### src/rtl/voq_manager.sv
// voq_manager: per-egress virtual output queues of frame-buffer pointers with
// per-slot reference counting so multicast frames are released exactly once.
// Optional per-port statistics (accepted enqueues, occupancy high-water mark)
// are built when the VOQ_STATS_EN macro is defined.

module voq_manager #(
  parameter int NUM_PORTS   = 4,
  parameter int VOQ_DEPTH   = 16,
  parameter int QUEUE_DEPTH = 8,
  localparam int PTR_W      = $clog2(VOQ_DEPTH),
  localparam int CNT_W      = $clog2(QUEUE_DEPTH) + 1
) (
  input  logic                 switch_clk,
  input  logic                 switch_rst,
  input  logic                 enq_valid_i,
  input  logic [PTR_W-1:0]     enq_ptr_i,
  input  logic [NUM_PORTS-1:0] enq_dst_mask_i,
  output logic                 enq_ready_o,
  output logic [NUM_PORTS-1:0] voq_valid_o,
  output logic [PTR_W-1:0]     voq_ptr_o [NUM_PORTS],
  input  logic [NUM_PORTS-1:0] voq_ready_i,
  output logic                 free_valid_o,
  output logic [PTR_W-1:0]     free_ptr_o,
`ifdef VOQ_STATS_EN
  output logic [31:0]          stat_enq_cnt_o [NUM_PORTS],
  output logic [CNT_W-1:0]     stat_hwm_o [NUM_PORTS],
`endif
  output logic [CNT_W-1:0]     occupancy_o [NUM_PORTS]
);

  localparam int AW   = $clog2(QUEUE_DEPTH);
  localparam int RC_W = $clog2(NUM_PORTS + 1);

  logic [PTR_W-1:0]     mem_q [NUM_PORTS][QUEUE_DEPTH];
  logic [PTR_W-1:0]     mem_d [NUM_PORTS][QUEUE_DEPTH];
  logic [AW-1:0]        rd_q [NUM_PORTS], rd_d [NUM_PORTS];
  logic [AW-1:0]        wr_q [NUM_PORTS], wr_d [NUM_PORTS];
  logic [CNT_W-1:0]     occ_q [NUM_PORTS], occ_d [NUM_PORTS];
  logic [RC_W-1:0]      ref_q [VOQ_DEPTH], ref_d [VOQ_DEPTH];
  logic [VOQ_DEPTH-1:0] pend_q, pend_d;

  logic [NUM_PORTS-1:0] push_s, pop_s;
  logic [PTR_W-1:0]     head_s [NUM_PORTS];
  logic                 enq_ready_s, enq_acc_s;
  logic [RC_W-1:0]      pop_cnt_s;
  logic                 free_valid_s;
  logic [PTR_W-1:0]     free_idx_s;
  logic [VOQ_DEPTH-1:0] slot_busy_s;

  // Admission, per-port push/pop qualification and head-of-queue read.
  always_comb begin
    enq_ready_s = 1'b1;
    pop_cnt_s   = {RC_W{1'b0}};
    for (int p = 0; p < NUM_PORTS; p++) begin
      // Full test uses the registered count: a same-cycle pop does not make room.
      enq_ready_s = enq_ready_s & ~(enq_dst_mask_i[p] & (occ_q[p] == CNT_W'(QUEUE_DEPTH)));
      pop_cnt_s   = pop_cnt_s + RC_W'(enq_dst_mask_i[p]);
      head_s[p]   = mem_q[p][rd_q[p]];
      pop_s[p]    = voq_ready_i[p] & (occ_q[p] != {CNT_W{1'b0}});
    end
    enq_acc_s = enq_valid_i & enq_ready_s;
    push_s    = enq_dst_mask_i & {NUM_PORTS{enq_acc_s}};
  end

  // Queue storage, read/write pointers and occupancy next state.
  always_comb begin
    mem_d = mem_q;
    for (int p = 0; p < NUM_PORTS; p++) begin
      if (push_s[p]) begin
        mem_d[p][wr_q[p]] = enq_ptr_i;
        wr_d[p]           = wr_q[p] + AW'(1);
      end else begin
        wr_d[p]           = wr_q[p];
      end
      rd_d[p]  = rd_q[p] + AW'(pop_s[p]);
      occ_d[p] = occ_q[p] + CNT_W'(push_s[p]) - CNT_W'(pop_s[p]);
    end
  end

  // Reference counts and the pending-free bitmap (lowest index freed first).
  always_comb begin
    logic [RC_W-1:0]      dec;
    logic [VOQ_DEPTH-1:0] set_v;
    logic [VOQ_DEPTH-1:0] clr_v;
    free_idx_s = {PTR_W{1'b0}};
    for (int i = VOQ_DEPTH - 1; i >= 0; i--) begin
      free_idx_s = pend_q[i] ? PTR_W'(i) : free_idx_s;
    end
    free_valid_s = |pend_q;
    clr_v = free_valid_s ? ({{(VOQ_DEPTH-1){1'b0}}, 1'b1} << free_idx_s) : {VOQ_DEPTH{1'b0}};
    set_v = {VOQ_DEPTH{1'b0}};
    for (int x = 0; x < VOQ_DEPTH; x++) begin
      dec = {RC_W{1'b0}};
      for (int p = 0; p < NUM_PORTS; p++) begin
        dec = dec + RC_W'(pop_s[p] && (head_s[p] == PTR_W'(x)));
      end
      ref_d[x]       = ref_q[x] - dec;
      set_v[x]       = (ref_q[x] != {RC_W{1'b0}}) && (ref_q[x] == dec);
      slot_busy_s[x] = (ref_q[x] != {RC_W{1'b0}});
    end
    if (enq_acc_s) begin
      ref_d[enq_ptr_i] = pop_cnt_s;
      // A frame with no destination is released as if its count had expired.
      set_v[enq_ptr_i] = set_v[enq_ptr_i] | (enq_dst_mask_i == {NUM_PORTS{1'b0}});
    end else begin
      set_v = set_v;
    end
    pend_d = (pend_q & ~clr_v) | set_v;
  end

  // State registers; reset discards all queued pointers without free pulses.
  always_ff @(posedge switch_clk or posedge switch_rst) begin
    if (switch_rst) begin
      for (int p = 0; p < NUM_PORTS; p++) begin
        for (int i = 0; i < QUEUE_DEPTH; i++) mem_q[p][i] <= {PTR_W{1'b0}};
        rd_q[p]  <= {AW{1'b0}};
        wr_q[p]  <= {AW{1'b0}};
        occ_q[p] <= {CNT_W{1'b0}};
      end
      for (int x = 0; x < VOQ_DEPTH; x++) ref_q[x] <= {RC_W{1'b0}};
      pend_q <= {VOQ_DEPTH{1'b0}};
    end else begin
      mem_q  <= mem_d;
      rd_q   <= rd_d;
      wr_q   <= wr_d;
      occ_q  <= occ_d;
      ref_q  <= ref_d;
      pend_q <= pend_d;
    end
  end

  assign enq_ready_o  = enq_ready_s;
  assign free_valid_o = free_valid_s;
  assign free_ptr_o   = free_idx_s;
  always_comb begin
    for (int p = 0; p < NUM_PORTS; p++) begin
      voq_valid_o[p] = (occ_q[p] != {CNT_W{1'b0}});
      voq_ptr_o[p]   = head_s[p];
      occupancy_o[p] = occ_q[p];
    end
  end

`ifdef VOQ_STATS_EN
  logic [31:0]      enq_cnt_q [NUM_PORTS], enq_cnt_d [NUM_PORTS];
  logic [CNT_W-1:0] hwm_q [NUM_PORTS], hwm_d [NUM_PORTS];

  // Statistics next state: the high-water mark follows the registered occupancy.
  always_comb begin
    for (int p = 0; p < NUM_PORTS; p++) begin
      enq_cnt_d[p] = enq_cnt_q[p] + {31'd0, push_s[p]};
      hwm_d[p]     = (occ_q[p] > hwm_q[p]) ? occ_q[p] : hwm_q[p];
    end
  end

  // Statistics registers.
  always_ff @(posedge switch_clk or posedge switch_rst) begin
    if (switch_rst) begin
      for (int p = 0; p < NUM_PORTS; p++) begin
        enq_cnt_q[p] <= 32'd0;
        hwm_q[p]     <= {CNT_W{1'b0}};
      end
    end else begin
      enq_cnt_q <= enq_cnt_d;
      hwm_q     <= hwm_d;
    end
  end

  assign stat_enq_cnt_o = enq_cnt_q;
  assign stat_hwm_o     = hwm_q;
`endif

  voq_manager_chk #(.VOQ_DEPTH(VOQ_DEPTH), .PTR_W(PTR_W)) u_chk (
    .clk       (switch_clk),
    .rst       (switch_rst),
    .enq_valid (enq_valid_i),
    .enq_ready (enq_ready_s),
    .enq_ptr   (enq_ptr_i),
    .slot_busy (slot_busy_s),
    .slot_pend (pend_q)
  );

endmodule

// Protocol checks on the enqueue interface.
module voq_manager_chk #(
  parameter int VOQ_DEPTH = 16,
  parameter int PTR_W     = 4
) (
  input logic                 clk,
  input logic                 rst,
  input logic                 enq_valid,
  input logic                 enq_ready,
  input logic [PTR_W-1:0]     enq_ptr,
  input logic [VOQ_DEPTH-1:0] slot_busy,
  input logic [VOQ_DEPTH-1:0] slot_pend
);
  a_enq_when_ready: assert property (@(posedge clk) disable iff (rst)
    enq_valid |-> enq_ready);
  a_enq_slot_idle: assert property (@(posedge clk) disable iff (rst)
    (enq_valid && enq_ready) |-> (!slot_busy[enq_ptr] && !slot_pend[enq_ptr]));
endmodule

### config.mk
export PLATFORM = sky130hd
export DESIGN_NAME = voq_manager
export DESIGN_NICKNAME = d
export VERILOG_FILES = /design/src/rtl/voq_manager.sv
export SDC_FILE = /design/constraint.sdc
export NUM_CORES = 1
export LEC_CHECK = 0
export ABC_AREA = 1
export BUFFER_PORTS_ARGS = -buffer_cell sky130_fd_sc_hd__clkbuf_2
export CORE_MARGIN = 2
export CORE_UTILIZATION = 57
export CTS_CLUSTER_SIZE = 24
export DETAILED_ROUTE_END_ITERATION = 10
export PLACE_DENSITY = 0.77
export REMOVE_ABC_BUFFERS = 1
export SKIP_CTS_REPAIR_TIMING = 1
export SYNTH_ARGS = -nofsm -noshare
export SYNTH_HDL_FRONTEND = slang
export SYNTH_HIERARCHICAL = 1
export SYNTH_SLANG_ARGS = --single-unit
export TNS_END_PERCENT = 30
### constraint.sdc
create_clock -name switch_clk -period 6.6 [get_ports switch_clk]
set_input_delay 0.33 -clock switch_clk [delete_from_list [all_inputs] [get_ports switch_clk]]
set_output_delay 0.33 -clock switch_clk [all_outputs]
set_load 0.01 [all_outputs]
After elaboration in Yosys (flattened, before gate mapping) --
Index checks and enable logic that the tools add are counted.
Operators by class: bitwise gates (word level) 30, add/subtract/negate cells 83, reduce and logical (&&, ||, !) cells 112, eq/ne operators 80, multiplexer cells 51, order comparisons 16, shifts and indexed selects 1
Operators by type and width (count):
- $eq A4 B4 Y1 const B | 36
- $bwmux W32 | 4
- $mux W4 | 28
- $logic_and A1 B1 Y1 | 86
- $eq A4 B3 Y1 const B | 16
- $add A3 B1 Y3 | 21
- $add A2 B1 Y3 | 17
- $bmux W4 S3 | 4
- $bwmux W48 | 1
- $demux W4 S3 | 4
- $eq A3 B3 Y1 | 16
- $mux W48 | 1
- $reduce_bool A3 Y1 | 16
- $sub A3 B3 Y3 | 16
- $add A1 B1 Y2 | 17
- $eq A4 B2 Y1 const B | 8
- $ge A4 B4 Y1 const B | 8
- $mux W16 | 2
- $not A3 Y4 | 8
- $logic_not A4 Y1 | 5
- $add A4 B1 Y4 | 4
- $and A16 B16 Y16 | 1
- $bwmux W16 | 1
- $eq A4 B1 Y1 const B | 4
- other kinds (22) | 49
Storage, ports and cells: output and inout port bits 42, logic and storage cells 434, register bits after elaboration 232, input port bits 15

Logic depth before layout (Yosys ltp) --
depth in word-level cells 21, gate-level depth with buffers 27, depth with buffers taken out 24

Worst setup path before layout --
No wires, ideal clock.
path type register -> register, start point register rd_q[6] in the netlist's numbering, end point register pend_q[9], required time 6.481 ns, data arrival time 3.963 ns, period minus slack after synthesis 4.082 ns, path slack 2.518 ns, stages on the path, launching flop included 24, library setup time 0.119 ns, buffers on the path 3, cell sequence dfrtp_1 clkbuf_2 clkinv_2 buf_4 nor2_1 o32ai_1 inv_1 o21ai_0 nand3_1 nor2_1 fa_1 ha_1 ha_1 inv_1 ha_1 o2111ai_1 o22ai_1 nor2_1 nor2_1 a21oi_1 nand2_1 buf_2 mux2i_1 nand2_1
RTL lines:
- from (decl) | RTL line 36 | logic [AW-1:0] rd_q [NUM_PORTS], rd_d [NUM_PORTS];
- from (signal, indexed assignment) | RTL line 116 | rd_q[p] <= {AW{1'b0}};
- from (signal assigned) | RTL line 124 | rd_q <= rd_d;
- to (signal assigned) | RTL line 121 | pend_q <= {VOQ_DEPTH{1'b0}};
- to (signal assigned) | RTL line 128 | pend_q <= pend_d;
- to (decl) | RTL line 40 | logic [VOQ_DEPTH-1:0] pend_q, pend_d;

Worst setup path in the final report --
start point register rd_q[9] in the netlist's numbering, end point register pend_q[0]
Between the ends: longest elaborated chain between the ends 17, elaborated cells on any way between the ends 122
Ends and longest elaborated chain:
- $not A3 Y4 (implied by the code) (*) | RTL line 58 | head_s[p] = mem_q[p][rd_q[p]];
- $bmux W4 S3 (*) | RTL line 58
- $mux W4 (implied by the code) (*) (2 in series) | RTL line 58
- $eq A4 B1 Y1, or another cell as far along | RTL line 95 | dec = dec + RC_W'(pop_s[p] && (head_s[p] == PTR_W'(x)));
- $logic_and A1 B1 Y1 | RTL line 95
- $add A1 B1 Y2 | RTL line 95
- $add A2 B1 Y3 | RTL line 95
- $add A3 B1 Y3 | RTL line 95
- $eq A3 B3 Y1 | RTL line 98 | set_v[x] = (ref_q[x] != {RC_W{1'b0}}) && (ref_q[x] == dec);
- $logic_and A1 B1 Y1 | RTL line 98
- $bmux W1 S4 | RTL line 104 | set_v[enq_ptr_i] = set_v[enq_ptr_i] | (enq_dst_mask_i == {NUM_PORTS{1'b0}});
- $mux W1 (implied by the code) | RTL line 104
- $or A1 B1 Y1 | RTL line 104
- $bwmux W16 | RTL line 104
- $mux W16 (*) | RTL line 101 | if (enq_acc_s) begin
- $or A16 B16 Y16 (*) | RTL line 108 | pend_d = (pend_q & ~clr_v) | set_v;
- named net pend_d[0] | RTL line 40
Mark *: on every way through the listed nets, which the timed path passes. The rest lies on a longest branch. The select of a mux whose other input is x is not followed. A chain may end at the register's enable or synchronous reset.

==> reports/qor.log <==
[outcome] outcome completed
[clocking] clock network latency to the later pin of the worst-skew pair 550 ps
[floorplan] die span in x 161 um
[clocking] clock tree from TritonCTS built
[worst_hold_path] Hold Path Class in2reg
[synth] flop and latch count out of synthesis 232
[timing] unrepaired setup endpoints after global routing false
[timing] post-layout minimum cycle time 5270 ps
[synth] cell count after synthesis 1614
[layout] share of post-route cells with drive strength above 1 10.6%
[synth] Post-Synthesis Cell Area 14000 um^2
[global_routing] antenna violations before repair 0
[layout] n_diodes 0
[timing] highest attainable clock frequency 0.190 GHz
[pwr] Power per Cell Area 519 nW/um^2
[setup_path] Critical Path Start Type flop
[timing] worst clock skew 16.6 ps
[pwr] leak pwr 0.00776 uW
[global_routing] sum of overflow across all layers after global routing 0
[synth] portion of synthesized cell area occupied by the leading cell type 41.5%
[clocking] CTS Root Buffer Type sky130_fd_sc_hd__clkbuf_16
[synth] synthesized area per cell 8.67 um^2
[layout] final core utilization 63.7%
[synth] Synthesis Warnings 6
[placement] final weighted congestion of routability-driven global placement 0.940
[floorplan] io pins 57
[layout] signed area change from the synthesized netlist to the final layout 10.1%
[setup_path] Crit path arrival time 5690 ps
[detailed_routing] routed wirelength normalized by instance count 16.9 um
[setup_path] critical path peak fanout 18
[detailed_routing] WL final 33900 um
[timing] Final period util 79.8%
[layout] # nets final 1825
[pwr] total power 7990 uW
[detailed_routing] antenna-violating nets left 0
[clocking] TritonCTS buffer count 26
[global_routing] maximum number of pins on one net before global-route repair 93
[placement] HPWL reported at the end of detailed placement 24900 um
[clocking] H-tree depth reported by CTS 1
[synth] cell type with the highest aggregate area in the netlist sky130_fd_sc_hd__dfrtp_1
[floorplan] Die ar. 25800 um^2
[pwr] maximum vdd drop 0.260 mV
[detailed_routing] Post-route DRC 0
[floorplan] die boundary height 161 um
[clocking] clock tree buffer depth 3
[global_routing] overall fraction of global-route tracks in use 27.3%
[setup_path] element type at the critical path end flop
[detailed_routing] DRT iter0 DRCs 842
[placement] Port-buffer cells 56
[floorplan] initial cell density of the core 57.8%
[global_routing] number of global-route vias before repair 11200
[setup_path] Worst Setup Path Type reg2reg
[synth] share of synthesized area occupied by flip-flops and latches 41.5%
[floorplan] floorplan row count 57
[timing] final setup fails 0
[floorplan] floorplan core area 24200 um^2
[detailed_routing] drt via density 5.47
[detailed_routing] DR vias 11000
[setup_path] required time at the worst-slack endpoint 7020 ps
[timing] max-slew violation count 0
[clocking] clock tree sinks 232
[run] total of max-cap violations 0
[synth] post-synth cell types 45
[global_routing] global-route wire length before repair 56500 um
[clocking] Reg clk slew, reported paths 60 ps
[timing] final hold violation count 0
[detailed_routing] Pre-antenna DRT Iters 7
[synth] most area-consuming cells after synthesis sky130_fd_sc_hd__dfrtp_1, sky130_fd_sc_hd__ha_1, sky130_fd_sc_hd__nand2_1
[timing] Max transition margin 40.5%
[timing] worst slew pin tran 893 ps
[power breakdown]
part	switching, uW	internal, uW
Clock	590	820
Sequential	582	2090
Combinational	2440	1470
Total	3610	4380
[cell usage after synthesis (all sizes together)]
| cell | instances |
|---|---|
| a21boi | 3 |
| a21oi | 15 |
| a31oi | 1 |
| buf | 12 |
| clkbuf | 21 |
| clkinv | 1 |
| dfrtp | 232 |
| fa | 37 |
| ha | 103 |
| inv | 210 |
| mux2 | 1 |
| mux2i | 3 |
| nand2 | 344 |
| nand3 | 43 |
| nand4 | 15 |
| nor2 | 222 |
| nor3 | 21 |
| nor4 | 2 |
| o2111ai | 1 |
| o211ai | 4 |
| o21a | 3 |
| o21ai | 227 |
| o21bai | 2 |
| o221ai | 2 |
| o22ai | 4 |
| o32ai | 32 |
| or2 | 4 |
| xnor2 | 21 |
| xor2 | 28 |
[logic make-up (layout without fill, tap and decap cells)]
logic type               Yosys count  in the layout  share of synthesized area, %
AND/OR/NAND/NOR                  651            651                          21.7
AO/OA/AOI/OAI                    294            294                          12.1
buffers and inverters            244            316                          6.83
flip-flops                       232            232                          41.5
adder cells (fa/ha/maj)          140            140                          14.5
XOR/XNOR                          49             49                          3.07
multiplexers                       4              4                         0.295
[sequential cells by signal, summed over array words and instances (netlist names)]
| name | flops |
|---|---|
| mem_q | 128 |
| occupancy_o | 16 |
| ref_q | 48 |
| wr_q | 12 |
| rd_q | 12 |
| pend_q | 16 |
[per-layer routing]
metal / track usage [%] / up-vias / routed length [um]
li1: - / 5352 / -
met1: 36.0 / 5241 / 14500
met2: 46.0 / 330 / 16300
met3: 4.31 / 79 / 2080
met4: 9.91 / 0 / 1080
met5: 0 / - / 0
[path summary, 6_finish.rpt]
check	from	to	slack (ps)	cells after the start
worst max-delay path	rd_q[9]	pend_q[0]	1330	19
worst min-delay path	enq_ptr_i[0]	ref_q[16]	230	4
worst max register to register	rd_q[9]	pend_q[0]	1330	19
worst min register to register	rd_q[11]	rd_q[11]	470	1
max in group asynchronous	switch_rst	mem_q[29]	4780	4
min in group asynchronous	switch_rst	mem_q[121]	430	3
[final cells by class]
cell class	count	area, um^2
Sequential cell	232	5810
Clock inverter	6	82.6
Timing Repair Buffer	61	320
Multi-Input combinational cell	1138	7230
Fill cell	2021	8780
Inverter	211	813
Tap cell	324	405
Clock buffer	38	746
[worst max-delay path, stage by stage, from the launching register on]
cell and delay [ps]:
sky130_fd_sc_hd__dfrtp_1 590, sky130_fd_sc_hd__inv_2 330, sky130_fd_sc_hd__nor2_1 80, sky130_fd_sc_hd__o32ai_1 250
sky130_fd_sc_hd__inv_1 60, sky130_fd_sc_hd__o21ai_0 560, sky130_fd_sc_hd__nand2_1 250, sky130_fd_sc_hd__nor2_1 280
sky130_fd_sc_hd__fa_1 450, sky130_fd_sc_hd__ha_1 220, sky130_fd_sc_hd__ha_1 270, sky130_fd_sc_hd__inv_1 110
sky130_fd_sc_hd__ha_1 240, sky130_fd_sc_hd__o2111ai_1 160, sky130_fd_sc_hd__o22ai_1 110, sky130_fd_sc_hd__nor2_1 120
sky130_fd_sc_hd__nor2_1 70, sky130_fd_sc_hd__a21oi_1 190, sky130_fd_sc_hd__nand2_1 350, sky130_fd_sc_hd__mux2_1 430
[per-stage QoR]
stage | hold slack, ps | instance area, um^2 | setup WS (ps) | cells | setup TNS [ps]
after floorplan | 442 | 13800 | -91.3 | 1581 | -21180
after global placement | 457 | 14600 | 1670 | 1965 | 0
after detailed placement | 462 | 14600 | 1550 | 1965 | 0
after CTS | -91.0 | 15400 | 1440 | 2009 | 0
after global routing | 287 | 15400 | 1010 | 2010 | 0
final | 233 | 15400 | 1330 | 2010 | 0
[cells in the final DEF (no fill, tap or decap), types with 4 or more instances in the layout]
master and n:
sky130_fd_sc_hd__clkinv_2 4, sky130_fd_sc_hd__nor3_1 21, sky130_fd_sc_hd__inv_1 194, sky130_fd_sc_hd__nand4_1 15
sky130_fd_sc_hd__ha_1 103, sky130_fd_sc_hd__nor2_1 200, sky130_fd_sc_hd__nand2_1 310, sky130_fd_sc_hd__o21ai_2 6
sky130_fd_sc_hd__xor2_1 28, sky130_fd_sc_hd__o22ai_1 4, sky130_fd_sc_hd__clkbuf_8 5, sky130_fd_sc_hd__a21oi_1 14
sky130_fd_sc_hd__nor2_4 7, sky130_fd_sc_hd__nor2_8 12, sky130_fd_sc_hd__clkbuf_2 56, sky130_fd_sc_hd__inv_2 9
sky130_fd_sc_hd__clkbuf_1 7, sky130_fd_sc_hd__nand3_1 42, sky130_fd_sc_hd__inv_4 5, sky130_fd_sc_hd__fa_1 37
sky130_fd_sc_hd__nand2_4 21, sky130_fd_sc_hd__xnor2_1 21, sky130_fd_sc_hd__o21ai_0 86, sky130_fd_sc_hd__o32ai_1 32
sky130_fd_sc_hd__nand2_2 12, sky130_fd_sc_hd__clkbuf_16 26, sky130_fd_sc_hd__buf_4 4, sky130_fd_sc_hd__dfrtp_1 232
sky130_fd_sc_hd__o21ai_1 135
Note: power is estimated with default switching activity, not from simulation.
